`src/rtl/fetch_unit_pkg.sv`:
```
// Shared definitions for the instruction fetch stage.
//   fetch_state_t         : fetch FSM states
//   NOP_INSTR             : word delivered in place of a timed-out fetch (addi x0,x0,0)
//   FETCH_TIMEOUT_DEFAULT : default number of cycles a read may stay unacknowledged
package risco5_fetch_pkg;

  typedef enum logic [1:0] {
    IDLE  = 2'd0,
    REQ   = 2'd1,
    VALID = 2'd2
  } fetch_state_t;

  localparam logic [31:0] NOP_INSTR             = 32'h0000_0013;
  localparam int unsigned FETCH_TIMEOUT_DEFAULT = 16;

endpackage

```
`src/rtl/fetch_unit_if.sv`:
```
// Memory-read and decode-handshake bundle of the fetch stage.
//   mem_req/mem_addr      : read request and word address (fetch -> memory)
//   mem_ack/mem_rdata     : read completion and returned word (memory -> fetch)
//   instr_valid/instr_data/instr_pc/instr_fault : buffered instruction (fetch -> decode)
//   instr_ready           : decode accepts (decode -> fetch)
// master = fetch unit side, slave = memory/decode side.
interface fetch_unit_if #(
  parameter int unsigned ADDR_WIDTH = 32,
  parameter int unsigned DATA_WIDTH = 32
) ();

  logic                  mem_req;
  logic [ADDR_WIDTH-1:0] mem_addr;
  logic                  mem_ack;
  logic [DATA_WIDTH-1:0] mem_rdata;

  logic                  instr_valid;
  logic                  instr_ready;
  logic [DATA_WIDTH-1:0] instr_data;
  logic [ADDR_WIDTH-1:0] instr_pc;
  logic                  instr_fault;

  modport master (
    output mem_req, mem_addr,
    input  mem_ack, mem_rdata,
    output instr_valid, instr_data, instr_pc, instr_fault,
    input  instr_ready
  );

  modport slave (
    input  mem_req, mem_addr,
    output mem_ack, mem_rdata,
    input  instr_valid, instr_data, instr_pc, instr_fault,
    output instr_ready
  );

endinterface

```
`src/rtl/fetch_unit.sv`:
```
// Instruction fetch stage sitting directly after the PC register.
// Samples the PC, issues one word read, buffers the returned word for decode
// behind a valid/ready handshake and pulses pc_inc once per delivered word.
// Redirects (flush) discard in-flight data; an unanswered read times out into
// a NOP flagged with instr_fault.
// Ports:
//   clk    : clock, rising edge
//   reset  : synchronous, active-low
//   pc_i   : current PC register value
//   pc_inc : one-cycle pulse, PC advances by one word at the next edge
//   flush  : redirect, asserted in the cycle the PC is loaded
//   bus    : memory request/response and decode handshake (master side)
module fetch_unit
  import risco5_fetch_pkg::*;
#(
  parameter int unsigned ADDR_WIDTH = 32,
  parameter int unsigned DATA_WIDTH = 32,
  parameter int unsigned TIMEOUT    = FETCH_TIMEOUT_DEFAULT
) (
  input  logic                  clk,
  input  logic                  reset,
  input  logic [ADDR_WIDTH-1:0] pc_i,
  output logic                  pc_inc,
  input  logic                  flush,
  fetch_unit_if.master          bus
);

  localparam int unsigned     CNT_W   = $clog2(TIMEOUT);
  localparam logic [CNT_W-1:0] CNT_MAX = CNT_W'(TIMEOUT - 1);

  fetch_state_t     state;
  logic             drop;
  logic             first_valid;
  logic [CNT_W-1:0] cnt;

  // pc_inc must be suppressed by a flush arriving in the same cycle, so the
  // registered first-cycle marker is gated combinationally.
  assign pc_inc = first_valid & ~flush;

  always_ff @(posedge clk) begin
    if (!reset) begin
      state           <= IDLE;
      drop            <= 1'b0;
      cnt             <= '0;
      first_valid     <= 1'b0;
      bus.mem_req     <= 1'b0;
      bus.mem_addr    <= '0;
      bus.instr_valid <= 1'b0;
      bus.instr_data  <= '0;
      bus.instr_pc    <= '0;
      bus.instr_fault <= 1'b0;
    end else begin
      case (state)
        IDLE: begin
          // pc_i is stale during a redirect; sample it one cycle later.
          if (!flush) begin
            bus.mem_addr <= pc_i;
            bus.mem_req  <= 1'b1;
            cnt          <= '0;
            state        <= REQ;
          end
        end

        REQ: begin
          cnt <= cnt + 1'b1;
          if (bus.mem_ack) begin
            bus.mem_req <= 1'b0;
            drop        <= 1'b0;
            if (drop || flush) begin
              state <= IDLE;
            end else begin
              bus.instr_data  <= bus.mem_rdata;
              bus.instr_pc    <= bus.mem_addr;
              bus.instr_fault <= 1'b0;
              bus.instr_valid <= 1'b1;
              first_valid     <= 1'b1;
              state           <= VALID;
            end
          end else if (cnt == CNT_MAX) begin
            bus.mem_req <= 1'b0;
            drop        <= 1'b0;
            if (drop || flush) begin
              state <= IDLE;
            end else begin
              bus.instr_data  <= DATA_WIDTH'(NOP_INSTR);
              bus.instr_pc    <= bus.mem_addr;
              bus.instr_fault <= 1'b1;
              bus.instr_valid <= 1'b1;
              first_valid     <= 1'b1;
              state           <= VALID;
            end
          end else if (flush) begin
            // The request stays up until answered; its data is discarded.
            drop <= 1'b1;
          end
        end

        VALID: begin
          first_valid <= 1'b0;
          if (flush || bus.instr_ready) begin
            bus.instr_valid <= 1'b0;
            state           <= IDLE;
          end
        end

        default: begin
          state           <= IDLE;
          bus.mem_req     <= 1'b0;
          bus.instr_valid <= 1'b0;
          first_valid     <= 1'b0;
          drop            <= 1'b0;
        end
      endcase
    end
  end

endmodule

```
`src/flat_wrapper.sv`:
```
// flat-port wrapper written by rule: the top's interface ports become plain ports
module fetch_unit_flat import risco5_fetch_pkg::*;
#(
  parameter int unsigned ADDR_WIDTH = 32,
  parameter int unsigned DATA_WIDTH = 32,
  parameter int unsigned TIMEOUT    = FETCH_TIMEOUT_DEFAULT
)
  (clk, reset, pc_i, pc_inc, flush, bus_mem_req, bus_mem_addr, bus_mem_ack, bus_mem_rdata, bus_instr_valid, bus_instr_data, bus_instr_pc, bus_instr_fault, bus_instr_ready);
  fetch_unit_if #(.ADDR_WIDTH(ADDR_WIDTH), .DATA_WIDTH(DATA_WIDTH)) bus_i ();
  input  logic clk;
  input  logic reset;
  input  logic [ADDR_WIDTH-1:0] pc_i;
  output logic pc_inc;
  input  logic flush;
  output wire logic [$bits(bus_i.mem_req)-1:0] bus_mem_req;
  output wire logic [$bits(bus_i.mem_addr)-1:0] bus_mem_addr;
  input wire logic [$bits(bus_i.mem_ack)-1:0] bus_mem_ack;
  input wire logic [$bits(bus_i.mem_rdata)-1:0] bus_mem_rdata;
  output wire logic [$bits(bus_i.instr_valid)-1:0] bus_instr_valid;
  output wire logic [$bits(bus_i.instr_data)-1:0] bus_instr_data;
  output wire logic [$bits(bus_i.instr_pc)-1:0] bus_instr_pc;
  output wire logic [$bits(bus_i.instr_fault)-1:0] bus_instr_fault;
  input wire logic [$bits(bus_i.instr_ready)-1:0] bus_instr_ready;
  assign bus_mem_req = bus_i.mem_req;
  assign bus_mem_addr = bus_i.mem_addr;
  assign bus_i.mem_ack = bus_mem_ack;
  assign bus_i.mem_rdata = bus_mem_rdata;
  assign bus_instr_valid = bus_i.instr_valid;
  assign bus_instr_data = bus_i.instr_data;
  assign bus_instr_pc = bus_i.instr_pc;
  assign bus_instr_fault = bus_i.instr_fault;
  assign bus_i.instr_ready = bus_instr_ready;
  fetch_unit #(.ADDR_WIDTH(ADDR_WIDTH), .DATA_WIDTH(DATA_WIDTH), .TIMEOUT(TIMEOUT)) u_core (.clk(clk), .reset(reset), .pc_i(pc_i), .pc_inc(pc_inc), .flush(flush), .bus(bus_i));
endmodule
```
`config.mk`:
```
export PLATFORM = sky130hd
export DESIGN_NAME = fetch_unit_flat
export DESIGN_NICKNAME = d
export VERILOG_FILES = /design/src/rtl/fetch_unit_pkg.sv /design/src/rtl/fetch_unit_if.sv /design/src/rtl/fetch_unit.sv /design/src/flat_wrapper.sv
export SDC_FILE = /design/constraint.sdc
export NUM_CORES = 1
export LEC_CHECK = 0
export BUFFER_PORTS_ARGS = -buffer_cell sky130_fd_sc_hd__buf_2
export CORE_MARGIN = 2
export CORE_UTILIZATION = 45
export CTS_CLUSTER_DIAMETER = 120
export CTS_CLUSTER_SIZE = 20
export DETAILED_ROUTE_END_ITERATION = 7
export GPL_TIMING_DRIVEN = 0
export MAX_ROUTING_LAYER = met4
export PLACE_DENSITY = 0.77
export SLEW_MARGIN = 0
export SYNTH_ARGS = -nofsm -noshare
export SYNTH_HDL_FRONTEND = slang
export SYNTH_SLANG_ARGS = --single-unit
```
`constraint.sdc`:
```
create_clock -name clk -period 2 [get_ports clk]
set_input_delay 0.1 -clock clk [delete_from_list [all_inputs] [get_ports clk]]
set_output_delay 0.1 -clock clk [all_outputs]
set_load 0.05 [all_outputs]
```
==> summary.txt, run 1 <==
Synth
  • Post-synth top area share: 51.3%
  • Sequential share of the synthesized area: 51.3%
  • Syn avg cell area: 8.74 um^2
  • Top cells by area, synth: dfxtp_1 51%, nand2_1 17%, mux2i_1 7.7%, a21boi_0 5.4%, o22ai_1 4.3%
  • Post-synth cell types: 37
  • Yosys warns: 0
  • Leading area contributor after synthesis: dfxtp_1
  • Synth Cell Area: 4180 um^2
  • Ys flop type: dfxtp_1
  • Post-synth net total: 548
  • Synth Instances: 478
  • Asr flop ratio synth: 0%
  • EDFF count, synth: 0
  • FF+latch count, synth: 107

Critical path
  • Kind of critical path: flip-flop to flip-flop
  • Crit-path max cell delay: 390 ps
  • Crit-path slowest cell: dfxtp_1
  • Critical path capture point type: flip-flop
  • Cells along the critical path: ha_1, a31o_4, and3_4, buf_6, buf_12, mux2i_1
  • Crit path required time: 2280 ps
  • CP Max Fanout: 10
  • CP top delay family: flip-flops
  • Worst Path Arrival: 1920 ps
  • Startpoint Class: flip-flop
  • Bufs and invs on worst path: 2

CTS
  • CTS sink cnt: 107
  • Inserted Clock Buffers: 9
  • Root buffer cell: clkbuf_8
  • Clock Latency Late Sink: 370 ps
  • Clock-pin slew on the worst setup and hold paths: 90 ps
  • CTS tree: yes
  • H-tree levels: 3
  • Clk buf depth: 2
  • Postcts setup bufs: 0
  • Cts repair resizes: 0
  • Post-CTS Hold Fix Bufs: 61

Power
  • LEAKAGE: 2.66 nW
  • Pwr/cell area: 717 nW/um^2
  • Max IR drop VDD: 0.326 mV

Routing
  • DR vias/cell: 5.13
  • Antenna-violating nets left: 0
  • Uppermost layer routed: met4
  • WL final: 12.3 mm
  • M1 WL: 5.15 mm
  • Met2 Wirelength: 6.26 mm
  • Routed len/inst: 14.8 um
  • 1st-pass router iterations: 5
  • Routed met3 length: 520 um
  • # DRC: 0
  • DRT iter0 DRCs: 172
  • Detailed-route via count: 4272

Floorplanning
  • Die height: 100 um
  • Die area: 10100 um^2
  • IO Pins: 169
  • FP Rows: 35
  • Initial core utilization: 45.9%
  • Die width: 100 um
  • Core ar.: 9110 um^2

STA
  • Post-route minimum period: 1650 ps
  • Relative slew slack: 65.1%
  • Worst clock skew: 22.4 ps
  • Max-slew violation count: 0
  • RSZ-0062 raised after global routing: no
  • Worst-case hold slack: 13.6 ps
  • Peak Freq: 0.607 GHz
  • Fin. Hold Viols: 0
  • Final period utilization: 82.4%
  • Final setup fails: 0
  • Least-Margin Pin Slew: 524 ps
  • Setup TNS: 0 ps

Layout
  • Area Growth Syn to Fin: 42.3%
  • Antenna diodes: 0
  • Layout Nets: 786
  • Layout cell share with drive strength beyond 1: 28.7%

Global routing
  • All-layer global routing usage: 24.6%
  • Global-route wire length before repair: 19.3 mm
  • Number of global-route vias before repair: 4120
  • Total grt overflow: 0
  • Initial antenna violation count: 0
  • Largest net degree at the start of global routing: 19

Place
  • Gpl congestion: 0.817
  • Dpl hpwl: 8.18 mm
  • IO Port Bufs: 166

Run status
  • Status: complete, no violations

Job
  • Max cap viols: 0

Hold path
  • Min-Delay Path Class: input port to flip-flop
[power by group]
part	switching, mW	total [mW]	internal (mW)	leakage (nW)
Clock	0.752	1.26	0.506	0.0920
Combinational	0.485	0.759	0.273	1.70
Sequential	0.0472	2.25	2.20	0.869
Total	1.28	4.26	2.98	2.66
[layout make-up]
| cell class | count | area, um^2 |
|---|---|---|
| Fill cell | 743 | 3160 |
| Sequential cell | 107 | 2140 |
| Multi-Input combinational cell | 330 | 1800 |
| Timing Repair Buffer | 227 | 1440 |
| Buffer | 39 | 233 |
| Clock buffer | 11 | 141 |
| Tap cell | 111 | 139 |
| Clock inverter | 5 | 45.0 |
| Inverter | 2 | 7.51 |
[worst paths after layout]
path / from / to / slack, ps / depth (start not counted)
worst max-delay path: u_core.cnt[0] / u_core.bus.instr_pc[2] / 350 / 6
worst min-delay path: pc_i[12] / u_core.bus.mem_addr[12] / 10 / 3
worst max register to register: u_core.cnt[0] / u_core.bus.instr_pc[2] / 350 / 6
worst min register to register: u_core.bus.instr_pc[25] / u_core.bus.instr_pc[25] / 460 / 2
[cells in the final DEF, fill, tap and decap left out, drive strengths merged]
| cell type | instances |
|---|---|
| nand2 | 189 |
| buf | 186 |
| dfxtp | 107 |
| dlygate4sd3 | 61 |
| a21boi | 35 |
| mux2i | 32 |
| clkbuf | 30 |
| o22ai | 29 |
| o21ai | 8 |
| nor3b | 4 |
| nor2b | 4 |
| inv | 4 |
| nor2 | 3 |
| nand3 | 3 |
| o221a | 3 |
| nand2b | 2 |
| o31ai | 2 |
| a31oi | 2 |
| clkinv | 2 |
| nor3 | 1 |
| or3 | 1 |
| a31o | 1 |
| and3 | 1 |
| a21oi | 1 |
| and3b | 1 |
| a22oi | 1 |
| o211ai | 1 |
| xor2 | 1 |
| nand4 | 1 |
| nor4 | 1 |
| o211a | 1 |
| and2 | 1 |
| ha | 1 |
| clkinvlp | 1 |
[Yosys cell counts (3+ instances only)]
master,number
nor3b_1,4
nor2b_1,3
a21boi_0,30
o22ai_1,29
nand2_1,189
o21ai_0,8
clkbuf_1,19
buf_12,3
buf_2,12
dfxtp_1,107
nor2_1,3
nand3_1,3
o221a_2,3
a21boi_1,5
mux2i_1,32
[routing by layer]
layer | up-vias | global-route usage (%)
li1 | 2060 | -
met1 | 2022 | 29.1
met2 | 150 | 41.5
met3 | 40 | 2.99
met4 | 0 | 11.7
met5 | - | -
[worst min-delay path: stages]
cell,delay (ps)
buf_2,110
nand2_1,50
a21boi_0,60
[registers in the layout (all words and copies together) (netlist names), 2 cells and up]
name and cells:
u_core.bus.instr_data 32, u_core.state 2, u_core.bus.instr_pc 32, u_core.cnt 4, u_core.bus.mem_addr 32
[cells by family after synthesis]
group | Yosys count | synth area share, %
AO/OA/AOI/OAI | 84 | 14.2
XOR/XNOR | 1 | 0.210
adder cells (fa/ha/maj) | 1 | 0.299
buffers and inverters | 41 | 5.75
flip-flops | 107 | 51.3
multiplexers | 32 | 7.67
AND/OR/NAND/NOR | 212 | 20.6
[metrics by stage]
stage	area, um^2	util, %	instances	power (mW)	setup slack, ps
3_3_place_gp	5150	56.5	755	2.94	444
4_1_cts	5940	65.3	832	4.28	348
6_report	5940	65.3	832	4.26	352
3_5_place_dp	5150	56.5	755	2.95	398
2_1_floorplan	4180	-	478	2.74	512
5_1_grt	5940	65.3	832	4.44	219
Power figures use the tool's default switching activity.
==> inputs of run 2 (changes only) <==
clock period = 1.6 ns   (was 2 ns; I/O delays follow)
==> summary.txt, run 2 (same netlist as run 1, synthesis figures left out) <==
Job
  • Max cap viols: 0 (unchanged)

STA
  • Final period utilization: 97.2% (+15 points)
  • Relative slew slack: 64.4% (-0.66 points)
  • Worst clock skew: 20.0 ps (-2.42 ps)
  • Worst-case hold slack: 56.9 ps (+43.2 ps)
  • Max-slew violation count: 0 (unchanged)
  • Peak Freq: 0.643 GHz (+6.0%)
  • Fin. Hold Viols: 0 (unchanged)
  • Final setup fails: 0 (unchanged)
  • Post-route minimum period: 1550 ps (-93.0 ps)
  • Least-Margin Pin Slew: 534 ps (+9.91 ps)
  • Final worst slack: 45.3 ps (-307 ps)

Place
  • Worst slack, placed: -1.83 ps (-400 ps)
  • Dpl hpwl: 8.18 mm (unchanged)
  • Dpl cells: 755 (unchanged)
  • IO Port Bufs: 166 (unchanged)
  • Gpl congestion: 0.817 (unchanged)

Routing
  • Antenna-violating nets left: 0 (unchanged)
  • Routed len/inst: 14.8 um (-0.34%)
  • WL final: 12.3 mm (about the same)
  • DRT iter0 DRCs: 197 (+15%)
  • # DRC: 0 (unchanged)
  • Detailed-route via count: 4285 (+0.30%)
  • 1st-pass router iterations: 4 (-1)
  • DR vias/cell: 5.13 (about the same)

Layout
  • Most common cell after layout, fill and taps aside: nand2_1
  • Layout cell share with drive strength beyond 1: 29.4% (+0.71 points)
  • Area Growth Syn to Fin: 44.0%
  • Biggest regs: u_core.bus.instr_data: 32 flops, u_core.bus.instr_pc: 32 flops, u_core.bus.mem_addr: 32 flops
  • Most frequent cells in the layout: 189 x nand2_1, 178 x buf_2, 105 x dfxtp_1
  • Layout Nets: 789 (+0.38%)
  • Finished Layout Cells: 835 (+0.36%)
  • Antenna diodes: 0 (unchanged)

Global routing
  • Global-route wire length before repair: 19.3 mm (about the same)
  • Initial antenna violation count: 0 (unchanged)
  • Number of global-route vias before repair: 4116 (-0.097%)
  • All-layer global routing usage: 24.5% (-0.030 points)
  • Largest net degree at the start of global routing: 19 (unchanged)
  • Total grt overflow: 0 (unchanged)

Floorplanning
  • FP Rows: 35 (unchanged)
  • Initial core utilization: 45.9% (unchanged)
  • Die width: 100 um (unchanged)
  • Die area: 10100 um^2 (unchanged)
  • Die height: 100 um (unchanged)
  • IO Pins: 169 (unchanged)
  • Core ar.: 9110 um^2 (unchanged)

Critical path
  • Cells along the critical path: ha_4, a31o_4, and3_4, buf_8, buf_4, o22ai_1
  • Crit path required time: 1890 ps (-390 ps)
  • Kind of critical path: flip-flop to flip-flop
  • Worst Path Arrival: 1840 ps (-80 ps)
  • CP top delay family: compound AO/OA/AOI/OAI gates
  • Startpoint Class: flip-flop
  • Bufs and invs on worst path: 2 (unchanged)
  • Critical path capture point type: flip-flop
  • CP Max Fanout: 10 (unchanged)
  • Crit-path slowest cell: dfxtp_2
  • Crit-path max cell delay: 360 ps (-30 ps)

CTS
  • CTS tree: yes
  • Inserted Clock Buffers: 9 (unchanged)
  • Root buffer cell: clkbuf_8
  • CTS sink cnt: 107 (unchanged)
  • Clock-pin slew on the worst setup and hold paths: 110 ps (+20 ps)
  • Clk buf depth: 2 (unchanged)
  • H-tree levels: 3 (unchanged)
  • Clock Latency Late Sink: 370 ps (about the same)

Power
  • Pwr/cell area: 890 nW/um^2 (+24%)
  • Max IR drop VDD: 0.426 mV (+31%)
  • LEAKAGE: 2.68 nW (+0.68%)

Hold path
  • Min-Delay Path Class: input port to flip-flop

Run status
  • Status: complete, no violations
## run 2: cell types whose count changed in the layout (fill, tap and decap cells not counted), sizes merged
cell	change
dlygate4sd3	+3
## run 2: per-layer routing
layer / vias to the layer above / track usage (%) / wire [um] / part of all wire, %
met5: - / - / 0 / 0
met4: 0 / 11.7 / 380 / 3.1
met3: 36 / 2.99 / 576 / 4.7
met2: 160 / 41.5 / 6330 / 51
met1: 2020 / 29.1 / 5060 / 41
li1: 2069 / - / - / -
## run 2: power by group
group          leakage [nW]  switching (mW)  internal, mW  total [mW]
Combinational          1.71           0.610         0.351       0.961
Clock                0.0920           0.946         0.633        1.58
Sequential            0.870          0.0612          2.75        2.81
Total                  2.68            1.62          3.73        5.35
## run 2: worst paths after layout
path / end / depth (start not counted) / slack [ps] / from
hold / removal: u_core.state[1] / 2 / 60 / flush
hold reg to reg: u_core.bus.instr_pc[25] / 2 / 460 / u_core.bus.instr_pc[25]
setup / recovery: u_core.bus.instr_data[15] / 6 / 50 / u_core.cnt[0]
setup reg to reg: u_core.bus.instr_data[15] / 6 / 50 / u_core.cnt[0]
## run 2: layout make-up
cell class / count / area, um^2
Fill cell: 733 / 3090
Clock buffer: 11 / 141
Inverter: 2 / 7.51
Buffer: 39 / 238
Sequential cell: 107 / 2140
Tap cell: 111 / 139
Multi-Input combinational cell: 330 / 1830
Timing Repair Buffer: 230 / 1470
Clock inverter: 5 / 45.0
## run 2: stage by stage
| step | TNS (ps) | area [um^2] | power (mW) | utilization, % |
|---|---|---|---|---|
| after floorplan | 0 | 4180 | 3.43 | - |
| after global placement | 0 | 5150 | 3.67 | 56.5 |
| after detailed placement | -2.19 | 5150 | 3.69 | 56.5 |
| after CTS | 0 | 5980 | 5.36 | 65.7 |
| after global routing | -0.822 | 6010 | 5.56 | 66.0 |
| final | 0 | 6010 | 5.35 | 66.0 |
## run 2: what timing repair did
item / in CTS / in global routing
setup buffers: 0 / 0
hold buffers: 64 / 0
setup endpoints to repair: 34 / 56
endpoints found under the hold margin: 64 / 0
gates resized for setup: 4 / 7
==> inputs of run 3 (changes only) <==
CORE_ASPECT_RATIO = 0.9   (was not set)
CORE_MARGIN = 8   (was 2)
==> summary.txt, run 3 (same netlist as run 1, synthesis figures left out) <==
Hold path
  • Min-Delay Path Class: input port to flip-flop
  • Worst hold path depth: 3 (+1)
  • Worst Hold Path EP: u_core.bus.mem_addr[29]
  • Worst hold start: pc_i[29]

Power
  • Internal: 3.77 mW (+1.1%)
  • Clk network pwr share: 29.9% (+0.4 points)
  • Pwr/cell area: 893 nW/um^2 (+0.40%)
  • Comb power frac: 17.9% (about the same)
  • LEAKAGE: 2.68 nW (about the same)
  • Switch Pwr: 1.62 mW (+0.37%)
  • Part of the power in registers: 52.1% (-0.4 points)
  • Switching share of total power: 30.1% (-0.15 points)
  • Max IR drop VDD: 0.561 mV (+32%)

CTS
  • CTS tree: yes
  • Root buffer cell: clkbuf_8
  • Clk buf depth: 2 (unchanged)
  • H-tree levels: 3 (unchanged)
  • Clock-pin slew on the worst setup and hold paths: 110 ps (about the same)
  • Clock Latency Late Sink: 360 ps (about the same)
  • CTS sink cnt: 107 (unchanged)
  • Inserted Clock Buffers: 9 (unchanged)

Layout
  • Area Growth Syn to Fin: 44.6%
  • Most common cell after layout, fill and taps aside: nand2_1
  • Finished Cell Area: 6040 um^2 (+0.46%)
  • Biggest regs: u_core.bus.instr_data: 32 flops, u_core.bus.instr_pc: 32 flops, u_core.bus.mem_addr: 32 flops
  • Layout cell share with drive strength beyond 1: 29.4% (unchanged)
  • Most frequent cells in the layout: 189 x nand2_1, 177 x buf_2, 105 x dfxtp_1
  • Layout Nets: 789 (unchanged)
  • Finished Layout Cells: 847 (+1.4%)

Critical path
  • Worst Path Arrival: 1750 ps (-90 ps)
  • Critical path capture point type: flip-flop
  • Reg2reg end: u_core.bus.instr_pc[28]
  • Kind of critical path: flip-flop to flip-flop
  • CP Max Fanout: 10 (unchanged)
  • Startpoint Class: flip-flop
  • Worst Reg-to-Reg Cells: 6 (unchanged)
  • RR Startpoint: u_core.cnt[0]
  • Crit path required time: 1830 ps (-60 ps)
  • Worst reg2reg setup slack: 80 ps (+30 ps)

Floorplanning
  • Die width: 118 um (+17%)
  • FP Rows: 33 (-5.7%)
  • IO Pins: 169 (unchanged)
  • Initial core utilization: 46.0% (+0.13 points)
  • Die area: 12600 um^2 (+25%)
  • Die height: 107 um (+7.0%)
  • Core ar.: 9080 um^2 (-0.27%)

Routing
  • # DRC: 0 (unchanged)
  • Detailed-route via count: 4217 (-1.6%)
  • DR vias/cell: 4.98 (-3.0%)
  • Routed len/inst: 16.1 um (+8.6%)
  • DRT iter0 DRCs: 299 (+52%)
  • 1st-pass router iterations: 4 (unchanged)
  • Antenna-violating nets left: 0 (unchanged)
  • WL final: 13.6 mm (+10%)

Job
  • Max cap viols: 0 (unchanged)

Place
  • IO Port Bufs: 166 (unchanged)
  • Gpl congestion: 0.798 (-2.3%)
  • Placed Instance Area: 5160 um^2 (+0.27%)
  • Dpl cells: 766 (+1.5%)
  • Dpl hpwl: 9.26 mm (+13%)

STA
  • Fin. Hold Viols: 0 (unchanged)
  • Peak Freq: 0.658 GHz (+2.2%)
  • Least-Margin Pin Slew: 503 ps (-31.0 ps)
  • Max-slew violation count: 0 (unchanged)
  • Relative slew slack: 66.5% (+2.1 points)
  • Worst clock skew: 15.2 ps (-4.79 ps)
  • Worst-case hold slack: 3.94 ps (-52.9 ps)
  • Post-route minimum period: 1520 ps (-33.8 ps)
  • Setup TNS: 0 ps (unchanged)
  • Final period utilization: 95.1% (-2.1 points)
  • Final setup fails: 0 (unchanged)

Global routing
  • Global-route wire length before repair: 22.0 mm (+14%)
  • Largest net degree at the start of global routing: 19 (unchanged)
  • Total grt overflow: 0 (unchanged)
  • Number of global-route vias before repair: 4405 (+7.0%)
  • Initial antenna violation count: 0 (unchanged)
  • All-layer global routing usage: 21.6% (-3.0 points)

Run status
  • Status: complete, no violations
run 3: power groups by stage:
stage / Sequential, mW / Clock (mW) / Combinational [mW]
detailed placement: 2.87 / 0 / 0.826
global route: 2.83 / 1.76 / 1.03
global placement: 2.87 / 0 / 0.812
floorplan: 3.14 / 0 / 0.291
CTS: 2.81 / 1.64 / 0.948
finish: 2.81 / 1.62 / 0.968
run 3: worst max-delay path by stage:
stage	from	endpoint	slack, ps
CTS	u_core.cnt[1]	u_core.bus.instr_pc[28]	6
detailed placement	u_core.cnt[0]	u_core.bus.instr_pc[27]	-30
floorplan	u_core.cnt[0]	u_core.bus.instr_data[0]	110
global placement	u_core.cnt[0]	u_core.bus.instr_pc[24]	30
finish	u_core.cnt[0]	u_core.bus.instr_pc[28]	80
global route	u_core.state[1]	u_core.state[1]	-2
run 3: critical path: stages (launching register included):
cell and delay [ps]:
dfxtp_4 380, ha_4 170, a31o_4 240, and3_4 190, buf_12 150, buf_12 150, mux2i_1 120
run 3: final cells by class:
class / count / area, um^2
well taps: 122 / 153
flip-flops and latches: 107 / 2150
clock inverters: 5 / 43.8
multi-input cells: 330 / 1820
fillers: 750 / 3040
repair buffers: 230 / 1470
inverters: 2 / 7.51
diodes: 1 / 2.50
plain buffers: 39 / 244
clock buffers: 11 / 151
run 3: stage by stage:
stage / power (mW) / worst slack (ps) / utilization, %
floorplan: 3.43 / 112 / -
global placement: 3.68 / 33.6 / 56.8
detailed placement: 3.70 / -31.1 / 56.8
CTS: 5.40 / 6.22 / 66.0
global route: 5.62 / -1.80 / 66.5
finish: 5.40 / 79.2 / 66.5
run 3: layer usage:
metal / up-vias / global-route usage, % / wire, um
met4: 0 / 9.77 / 447
met3: 34 / 4.56 / 705
met5: - / - / 0
met2: 158 / 37.5 / 6880
met1: 1948 / 23.5 / 5570
li1: 2077 / - / -
run 3: timing repair:
action                                  4_1_cts  5_1_grt
buffers inserted                              0        1
hold buffers                                 63        0
resized for setup                             3        9
pin swaps                                     0        1
gates cloned                                  0        0
endpoints found under the hold margin        63        0
endpoints found under the setup margin       41       67
